## config.mk

```make
export PLATFORM = sky130hd
export DESIGN_NAME = spi_slave
export DESIGN_NICKNAME = d
export VERILOG_FILES = /design/src/rtl/spi_slave.sv
export SDC_FILE = /design/constraint.sdc
export NUM_CORES = 1
export LEC_CHECK = 0
export CORE_UTILIZATION = 59
export CTS_CLUSTER_DIAMETER = 200
export DETAILED_ROUTE_END_ITERATION = 8
export HOLD_SLACK_MARGIN = 0.15
export PLACE_DENSITY = 0.88
export SLEW_MARGIN = 10
export SYNTH_ARGS = -nofsm -noshare
export SYNTH_HDL_FRONTEND = slang
export SYNTH_SLANG_ARGS = --single-unit
```

## constraint.sdc

```tcl
create_clock -name clk -period 5.3 [get_ports clk]
set_clock_uncertainty 0.2 [all_clocks]
set_input_delay 0.795 -clock clk [delete_from_list [all_inputs] [get_ports clk]]
set_output_delay 0.795 -clock clk [all_outputs]
set_load 0.01 [all_outputs]
```

## src/rtl/spi_slave.sv

```systemverilog
// ---------------------------------------------------------------------------
// spi_slave
//
// SPI slave front end for a small RAM. All logic is on the rising edge of
// clk. While SS_n is low, one MOSI bit is taken per clk edge. The first edge
// leaves IDLE, the next edge samples the command bit (frame bit 9), and the
// remaining MEM_WIDTH+1 bits follow MSB first.
//
// A completed frame is presented on rx_data with a one-cycle rx_valid strobe.
// A read-address frame arms addr_flag. A following read-data frame then
// waits for the RAM's tx_valid, latches tx_data, and shifts it out on MISO,
// MSB first.
//
// Optional feature (macro SPI_SLAVE_FRAME_ERR_EN):
//   adds output frame_err. It pulses for one cycle after SS_n aborts a
//   partially received frame or a MISO shift that is still in progress.
//
// Ports:
//   clk        in   single clock, rising edge
//   rst        in   synchronous active-high reset
//   SS_n       in   slave select, active low
//   MOSI       in   serial data in, MSB first
//   MISO       out  serial read data out, MSB first, registered
//   rx_data    out  [MEM_WIDTH+1:0] assembled frame ([9:8] command)
//   rx_valid   out  one-cycle strobe, rx_data valid
//   tx_data    in   [MEM_WIDTH-1:0] read data from the RAM
//   tx_valid   in   strobe, tx_data valid
//   frame_err  out  abort indication (only with SPI_SLAVE_FRAME_ERR_EN)
// ---------------------------------------------------------------------------
module spi_slave #(
    parameter int MEM_WIDTH = 8
) (
    input  logic                   clk,
    input  logic                   rst,
    input  logic                   SS_n,
    input  logic                   MOSI,
    output logic                   MISO,
    output logic [MEM_WIDTH+1:0]   rx_data,
    output logic                   rx_valid,
    input  logic [MEM_WIDTH-1:0]   tx_data,
    input  logic                   tx_valid
`ifdef SPI_SLAVE_FRAME_ERR_EN
    ,
    output logic                   frame_err
`endif
);

    localparam int FRAME_W = MEM_WIDTH + 2;
    localparam int CNT_W   = $clog2(FRAME_W);
    localparam int TX_W    = $clog2(MEM_WIDTH + 1);

    // The counter holds the bits taken after the command bit. LAST_CNT means
    // "this edge samples bit 0". DONE_CNT means "the frame is complete and
    // any extra bits are ignored".
    localparam logic [CNT_W-1:0] LAST_CNT = CNT_W'(MEM_WIDTH);
    localparam logic [CNT_W-1:0] DONE_CNT = CNT_W'(MEM_WIDTH + 1);
    localparam logic [TX_W-1:0]  TX_LAST  = TX_W'(MEM_WIDTH - 1);

    typedef enum logic [2:0] {
        IDLE      = 3'b000,
        CHK_CMD   = 3'b001,
        READ_ADD  = 3'b010,
        READ_DATA = 3'b011,
        WRITE     = 3'b100
    } state_t;

    state_t                 state_q,     state_d;
    logic [CNT_W-1:0]       bit_cnt_q,   bit_cnt_d;
    logic [FRAME_W-2:0]     rx_shift_q,  rx_shift_d;
    logic [FRAME_W-1:0]     rx_data_q,   rx_data_d;
    logic                   rx_valid_q,  rx_valid_d;
    logic                   addr_flag_q, addr_flag_d;
    logic [MEM_WIDTH-1:0]   tx_shift_q,  tx_shift_d;
    logic [TX_W-1:0]        tx_left_q,   tx_left_d;
    logic                   tx_busy_q,   tx_busy_d;
    logic                   tx_taken_q,  tx_taken_d;
    logic                   miso_q,      miso_d;
`ifdef SPI_SLAVE_FRAME_ERR_EN
    logic                   frame_err_q, frame_err_d;
`endif

    // Next-state and datapath logic.
    // rx_shift keeps the frame bits taken so far. When bit 0 arrives, it is
    // joined with MOSI to form rx_data. On the read side, tx_busy marks an
    // active MISO shift. tx_taken stops a second latch of tx_data within the
    // same frame.
    always_comb begin
        state_d     = state_q;
        bit_cnt_d   = bit_cnt_q;
        rx_shift_d  = rx_shift_q;
        rx_data_d   = rx_data_q;
        rx_valid_d  = 1'b0;
        addr_flag_d = addr_flag_q;
        tx_shift_d  = tx_shift_q;
        tx_left_d   = tx_left_q;
        tx_busy_d   = tx_busy_q;
        tx_taken_d  = tx_taken_q;
        miso_d      = 1'b0;
`ifdef SPI_SLAVE_FRAME_ERR_EN
        frame_err_d = 1'b0;
`endif
        case (state_q)
            IDLE: begin
                bit_cnt_d  = '0;
                tx_shift_d = '0;
                tx_left_d  = '0;
                tx_busy_d  = 1'b0;
                tx_taken_d = 1'b0;
                if (!SS_n) begin
                    state_d = CHK_CMD;
                end
            end

            CHK_CMD: begin
                if (SS_n) begin
                    state_d   = IDLE;
                    bit_cnt_d = '0;
                end else begin
                    rx_shift_d = {rx_shift_q[FRAME_W-3:0], MOSI};
                    bit_cnt_d  = '0;
                    if (!MOSI) begin
                        state_d = WRITE;
                    end else if (addr_flag_q) begin
                        state_d = READ_DATA;
                    end else begin
                        state_d = READ_ADD;
                    end
                end
            end

            WRITE, READ_ADD, READ_DATA: begin
                if (bit_cnt_q == LAST_CNT) begin
                    // Bit 0 completes the frame even if SS_n rises on this
                    // same edge.
                    rx_data_d  = {rx_shift_q, MOSI};
                    rx_valid_d = 1'b1;
                    bit_cnt_d  = DONE_CNT;
                    if (state_q == READ_ADD) begin
                        addr_flag_d = 1'b1;
                    end
                    if (SS_n) begin
                        state_d   = IDLE;
                        bit_cnt_d = '0;
                    end
                end else if (SS_n) begin
                    state_d    = IDLE;
                    bit_cnt_d  = '0;
                    tx_shift_d = '0;
                    tx_left_d  = '0;
                    tx_busy_d  = 1'b0;
                    tx_taken_d = 1'b0;
`ifdef SPI_SLAVE_FRAME_ERR_EN
                    frame_err_d = (bit_cnt_q != DONE_CNT) || tx_busy_q;
`endif
                end else if (bit_cnt_q != DONE_CNT) begin
                    rx_shift_d = {rx_shift_q[FRAME_W-3:0], MOSI};
                    bit_cnt_d  = bit_cnt_q + 1'b1;
                end else if (state_q == READ_DATA) begin
                    if (tx_busy_q) begin
                        if (tx_left_q == '0) begin
                            // The last bit has been shown. Disarm the read.
                            tx_busy_d   = 1'b0;
                            addr_flag_d = 1'b0;
                        end else begin
                            miso_d     = tx_shift_q[MEM_WIDTH-1];
                            tx_shift_d = tx_shift_q << 1;
                            tx_left_d  = tx_left_q - 1'b1;
                        end
                    end else if (tx_valid && !tx_taken_q) begin
                        // The MSB goes straight out. The shifter keeps the
                        // remaining bits.
                        miso_d     = tx_data[MEM_WIDTH-1];
                        tx_shift_d = tx_data << 1;
                        tx_left_d  = TX_LAST;
                        tx_busy_d  = 1'b1;
                        tx_taken_d = 1'b1;
                    end
                end
            end

            default: begin
                state_d = IDLE;
            end
        endcase
    end

    // State and output registers. Reset has priority over every input.
    always_ff @(posedge clk) begin
        if (rst) begin
            state_q     <= IDLE;
            bit_cnt_q   <= '0;
            rx_shift_q  <= '0;
            rx_data_q   <= '0;
            rx_valid_q  <= 1'b0;
            addr_flag_q <= 1'b0;
            tx_shift_q  <= '0;
            tx_left_q   <= '0;
            tx_busy_q   <= 1'b0;
            tx_taken_q  <= 1'b0;
            miso_q      <= 1'b0;
`ifdef SPI_SLAVE_FRAME_ERR_EN
            frame_err_q <= 1'b0;
`endif
        end else begin
            state_q     <= state_d;
            bit_cnt_q   <= bit_cnt_d;
            rx_shift_q  <= rx_shift_d;
            rx_data_q   <= rx_data_d;
            rx_valid_q  <= rx_valid_d;
            addr_flag_q <= addr_flag_d;
            tx_shift_q  <= tx_shift_d;
            tx_left_q   <= tx_left_d;
            tx_busy_q   <= tx_busy_d;
            tx_taken_q  <= tx_taken_d;
            miso_q      <= miso_d;
`ifdef SPI_SLAVE_FRAME_ERR_EN
            frame_err_q <= frame_err_d;
`endif
        end
    end

    assign MISO     = miso_q;
    assign rx_data  = rx_data_q;
    assign rx_valid = rx_valid_q;
`ifdef SPI_SLAVE_FRAME_ERR_EN
    assign frame_err = frame_err_q;
`endif

endmodule

```

==> results.md <==
Clock tree:
- CTS placed an instance of sky130_fd_sc_hd__clkbuf_4 at the clock tree root.
- Counting along the longest clock path gives a buffer depth of 2.
- Clock latency on the worst-skew pair, taken at its later pin, is 0.36 ns.
- Post-CTS timing repair inserted 0 buffers for setup.
- TritonCTS built the clock tree.
- The clock slew at the register clock pins of the worst setup and hold paths is 0.14 ns.
- After clock tree synthesis, the flow added hold-fix buffers numbering 0.
- CTS saw 42 sinks.
- Once the clock tree was built, the resizer swapped 0 gates to a different size.
- The clock tree synthesis step divided the H-tree into 2 levels.
- The number of buffers inserted during clock tree synthesis is 5.

Power and ir drop:
- For this design the ratio of total power to cell area is ~240 mW/mm2.
- Summed over all cells, the static leakage comes to 0.885 nW.
- The peak ir drop on the vdd network is between 200 and 250 uV.

Worst setup path:
- The largest fanout on the critical path is 14.
- The nature of the critical path endpoint is a register.
- The critical path start-end classification is primary input to register.
- The endpoint of the worst register-to-register path is rx_shift_q[5]$_SDFFE_PP0P_.
- The signal arrival time at the worst endpoint is 2.58 ns.
- The sort of element at the start of the critical path is a primary input.
- The critical path required time is 5.37 ns.
- The launching element of the worst setup path is SS_n.
- In this run the critical register-to-register path is launched from bit_cnt_q[0]$_SDFFE_PP0P_.
- The destination of the critical timing path is tx_shift_q[7]$_SDFFE_PP0P_.
- The worst register-to-register path has a depth of 6.
- In this run the register-to-register setup slack is around 2.9 ns.

Global routing:
- The number of antenna violations at the first check in global routing is 0.
- Entering global routing, the biggest net connects 33 pins.
- Across every metal layer, demand over resource in global routing totals 24.2%.
- For this run the aggregate overflow at the end of global routing stands at 0.
- The number of global-route vias before repair is 1,448.
- The global-route wire length before repair is between 6000 and 7000 um.

Floorplanning:
- After floorplanning, the core was sized to cover 0.00339 mm2.
- 25 I/O pins were placed.
- The placement row count is 21.
- The horizontal extent of the die is 61.7 um.
- The total die area is around 0.0038 mm2.
- Once the floorplan was initialized, standard cells occupied 62.1% of the core.
- The vertical die dimension is 61.7 um.

Synth:
- The share of the synthesized area in the top cell type is between 30 and 40%.
- The average instance in the mapped netlist occupies around 9.3 um2.
- By instance count, the leading cell after synthesis is sky130_fd_sc_hd__dfxtp_1.
- The count of flip-flops with a built-in enable after synthesis is 0.
- Synthesis instantiated 49 different standard cells from the library.
- Yosys printed 0 warnings.
- The share of the Yosys chip area taken by registers is 39.9%.
- The register bit count reported by yosys is 42.
- The synthesized netlist cell count is 227.
- Sorting the synthesized cells by how often they occur yields 42 x sky130_fd_sc_hd__dfxtp_1, 29 x sky130_fd_sc_hd__mux2i_1, 19 x sky130_fd_sc_hd__nand2_1, 18 x sky130_fd_sc_hd__nor2_1, 12 x sky130_fd_sc_hd__inv_1.
- The post-synth net total is 244.
- The cell area that synthesis handed to floorplanning was 0.00211 mm2.
- For this run, the leading register cell type out of synthesis is sky130_fd_sc_hd__dfxtp_1.
- For this run, asynchronously set or reset flops after synthesis account for 0%.
- After synthesis, the cell types taking the most area are sky130_fd_sc_hd__dfxtp_1 40%, sky130_fd_sc_hd__mux2i_1 14%, sky130_fd_sc_hd__mux2_4 3.6%.
- The library cell with the largest summed area after synthesis is sky130_fd_sc_hd__dfxtp_1.

STA:
- The accumulated negative setup slack is 0 ns.
- The worst relative slew slack is 56.6%.
- The transition time at the pin with the least slew margin is approximately 0.65 ns.
- Setup repair after global routing left no endpoint under its margin.
- The final worst hold slack is 0.281 ns.
- Of the available clock period, the critical path in the final layout requires between 40% and 50%.
- The routed design could run at a clock period as short as 2.51 ns.
- The final max-slew violation count is 0.
- Setup violations remaining at the end of the flow were counted as 0.
- The final number of hold-violating endpoints is 0.
- The highest clock frequency the design can meet is 398 MHz.

Placement:
- The detailed-placement wirelength estimate is ~2900 um.
- The instance area after placement is 0.00231 mm2.
- The number of placed cells counting well taps is 282.
- The congestion estimate from routability-driven global placement came to between 0.8 and 0.9.
- Input and output buffers added on the ports amount to 24.

Detailed routing:
- The number of nets with antenna violations after routing is 0.
- The count of vias placed by the detailed router is 1,723.
- The number of DRC violations after detailed routing is 0.
- After detailed routing, the average wire length per cell comes to 14.7 um.
- The first-pass iteration count of the detailed router is 4.
- For this block, the initial DRC count from the detailed router was 133.
- The final layout contains routed wiring with a total length of 4270 um.
- The average via count per standard cell is 5.94.

Flow run:
- Across the run, the number of max-cap violations was 0.

Outcome:
- The flow ran to the end, and the final reports show no timing, DRC or antenna violations.

Final layout:
- For this run, the number of standard cells in the final layout without fillers is 290.
- The share of final-layout standard cells stronger than drive strength 1 is 7.79%.
- The final-stage net count is 260.
- The final core area utilization is 70.8%.
- The signed area change from the synthesized netlist to the final layout is 13.9%.
- After routing the design area is between 0.002 and 0.0025 mm2.
- The antenna diode count is 0.

Min path:
- The worst hold path belongs to the class register to register.
- The worst hold path was traced through 2 stages.
- The worst min-delay path startpoint is rx_shift_q[8]$_SDFFE_PP0P_.
## per-stage QoR
step	worst slack (ns)	total power, mW
final	2.79	0.578
after CTS	2.77	0.581
after detailed placement	2.39	0.368
after floorplan	3.20	0.356
after global routing	2.71	0.601
after global placement	2.47	0.367
## power breakdown
group | switching (mW) | total (mW) | leakage (nW) | internal [mW]
Sequential | 0.00281 | 0.320 | 0.339 | 0.318
Clock | 0.115 | 0.217 | 0.0433 | 0.102
Combinational | 0.0226 | 0.0410 | 0.503 | 0.0184
## cell type report
class | count | area (um2)
flip-flops and latches | 42 | 841
inverters | 12 | 45.0
multi-input cells | 157 | 1120
clock inverters | 3 | 48.8
clock buffers | 5 | 37.5
repair buffers | 25 | 248
fillers | 259 | 991
well taps | 46 | 57.6
## worst min path at each step
stage / endpoint / slack (ns)
3_5_place_dp: rx_shift_q[8]$_SDFFE_PP0P_ / 0.25
5_1_grt: rx_shift_q[8]$_SDFFE_PP0P_ / 0.30
4_1_cts: tx_shift_q[1]$_SDFFE_PP0P_ / 0.28
3_3_place_gp: tx_shift_q[1]$_SDFFE_PP0P_ / 0.25
2_1_floorplan: rx_shift_q[8]$_SDFFE_PP0P_ / 0.23
6_report: rx_shift_q[8]$_SDFFE_PP0P_ / 0.28
## cells in the final DEF (no fill, tap or decap), types with 3 or more instances in the layout
cell and instances:
sky130_fd_sc_hd__a211oi_1 4, sky130_fd_sc_hd__a21o_1 3, sky130_fd_sc_hd__a21oi_1 8, sky130_fd_sc_hd__clkbuf_4 5, sky130_fd_sc_hd__clkdlybuf4s50_1 24, sky130_fd_sc_hd__dfxtp_1 42
sky130_fd_sc_hd__ha_1 4, sky130_fd_sc_hd__inv_1 12, sky130_fd_sc_hd__mux2_4 5, sky130_fd_sc_hd__mux2i_1 29, sky130_fd_sc_hd__nand2_1 19, sky130_fd_sc_hd__nand2b_1 3
sky130_fd_sc_hd__nand3_1 6, sky130_fd_sc_hd__nor2_1 18, sky130_fd_sc_hd__nor2b_1 6, sky130_fd_sc_hd__nor3_1 9, sky130_fd_sc_hd__o21ai_0 3, sky130_fd_sc_hd__o32ai_1 3
## cells by family after synthesis
family / synth area share, %
adder cells (fa/ha/maj): 2.38
multiplexers: 17.3
buffers and inverters: 6.83
flip-flops: 39.9
AND/OR/NAND/NOR: 18.6
AO/OA/AOI/OAI: 14.9
## critical path, stage by stage
cell	delay, ns
sky130_fd_sc_hd__clkdlybuf4s50_1	0.63
sky130_fd_sc_hd__a21oi_4	0.40
sky130_fd_sc_hd__a21o_1	0.41
sky130_fd_sc_hd__mux2_4	0.33
## registers in the layout, summed over array words and instances (netlist names)
signal	cells
tx_taken_q	1
rx_valid	1
tx_shift_q	7
state_q	3
rx_data	10
tx_left_q	4
bit_cnt_q	4
tx_busy_q	1
MISO	1
addr_flag_q	1
rx_shift_q	9
## layer usage
metal	track usage, %	part of all wire [%]
met3	8.07	7.6
met5	0	0
met1	33.8	46
met2	35.9	45
met4	6.67	0.82
Note: power is estimated with default switching activity, not from simulation.
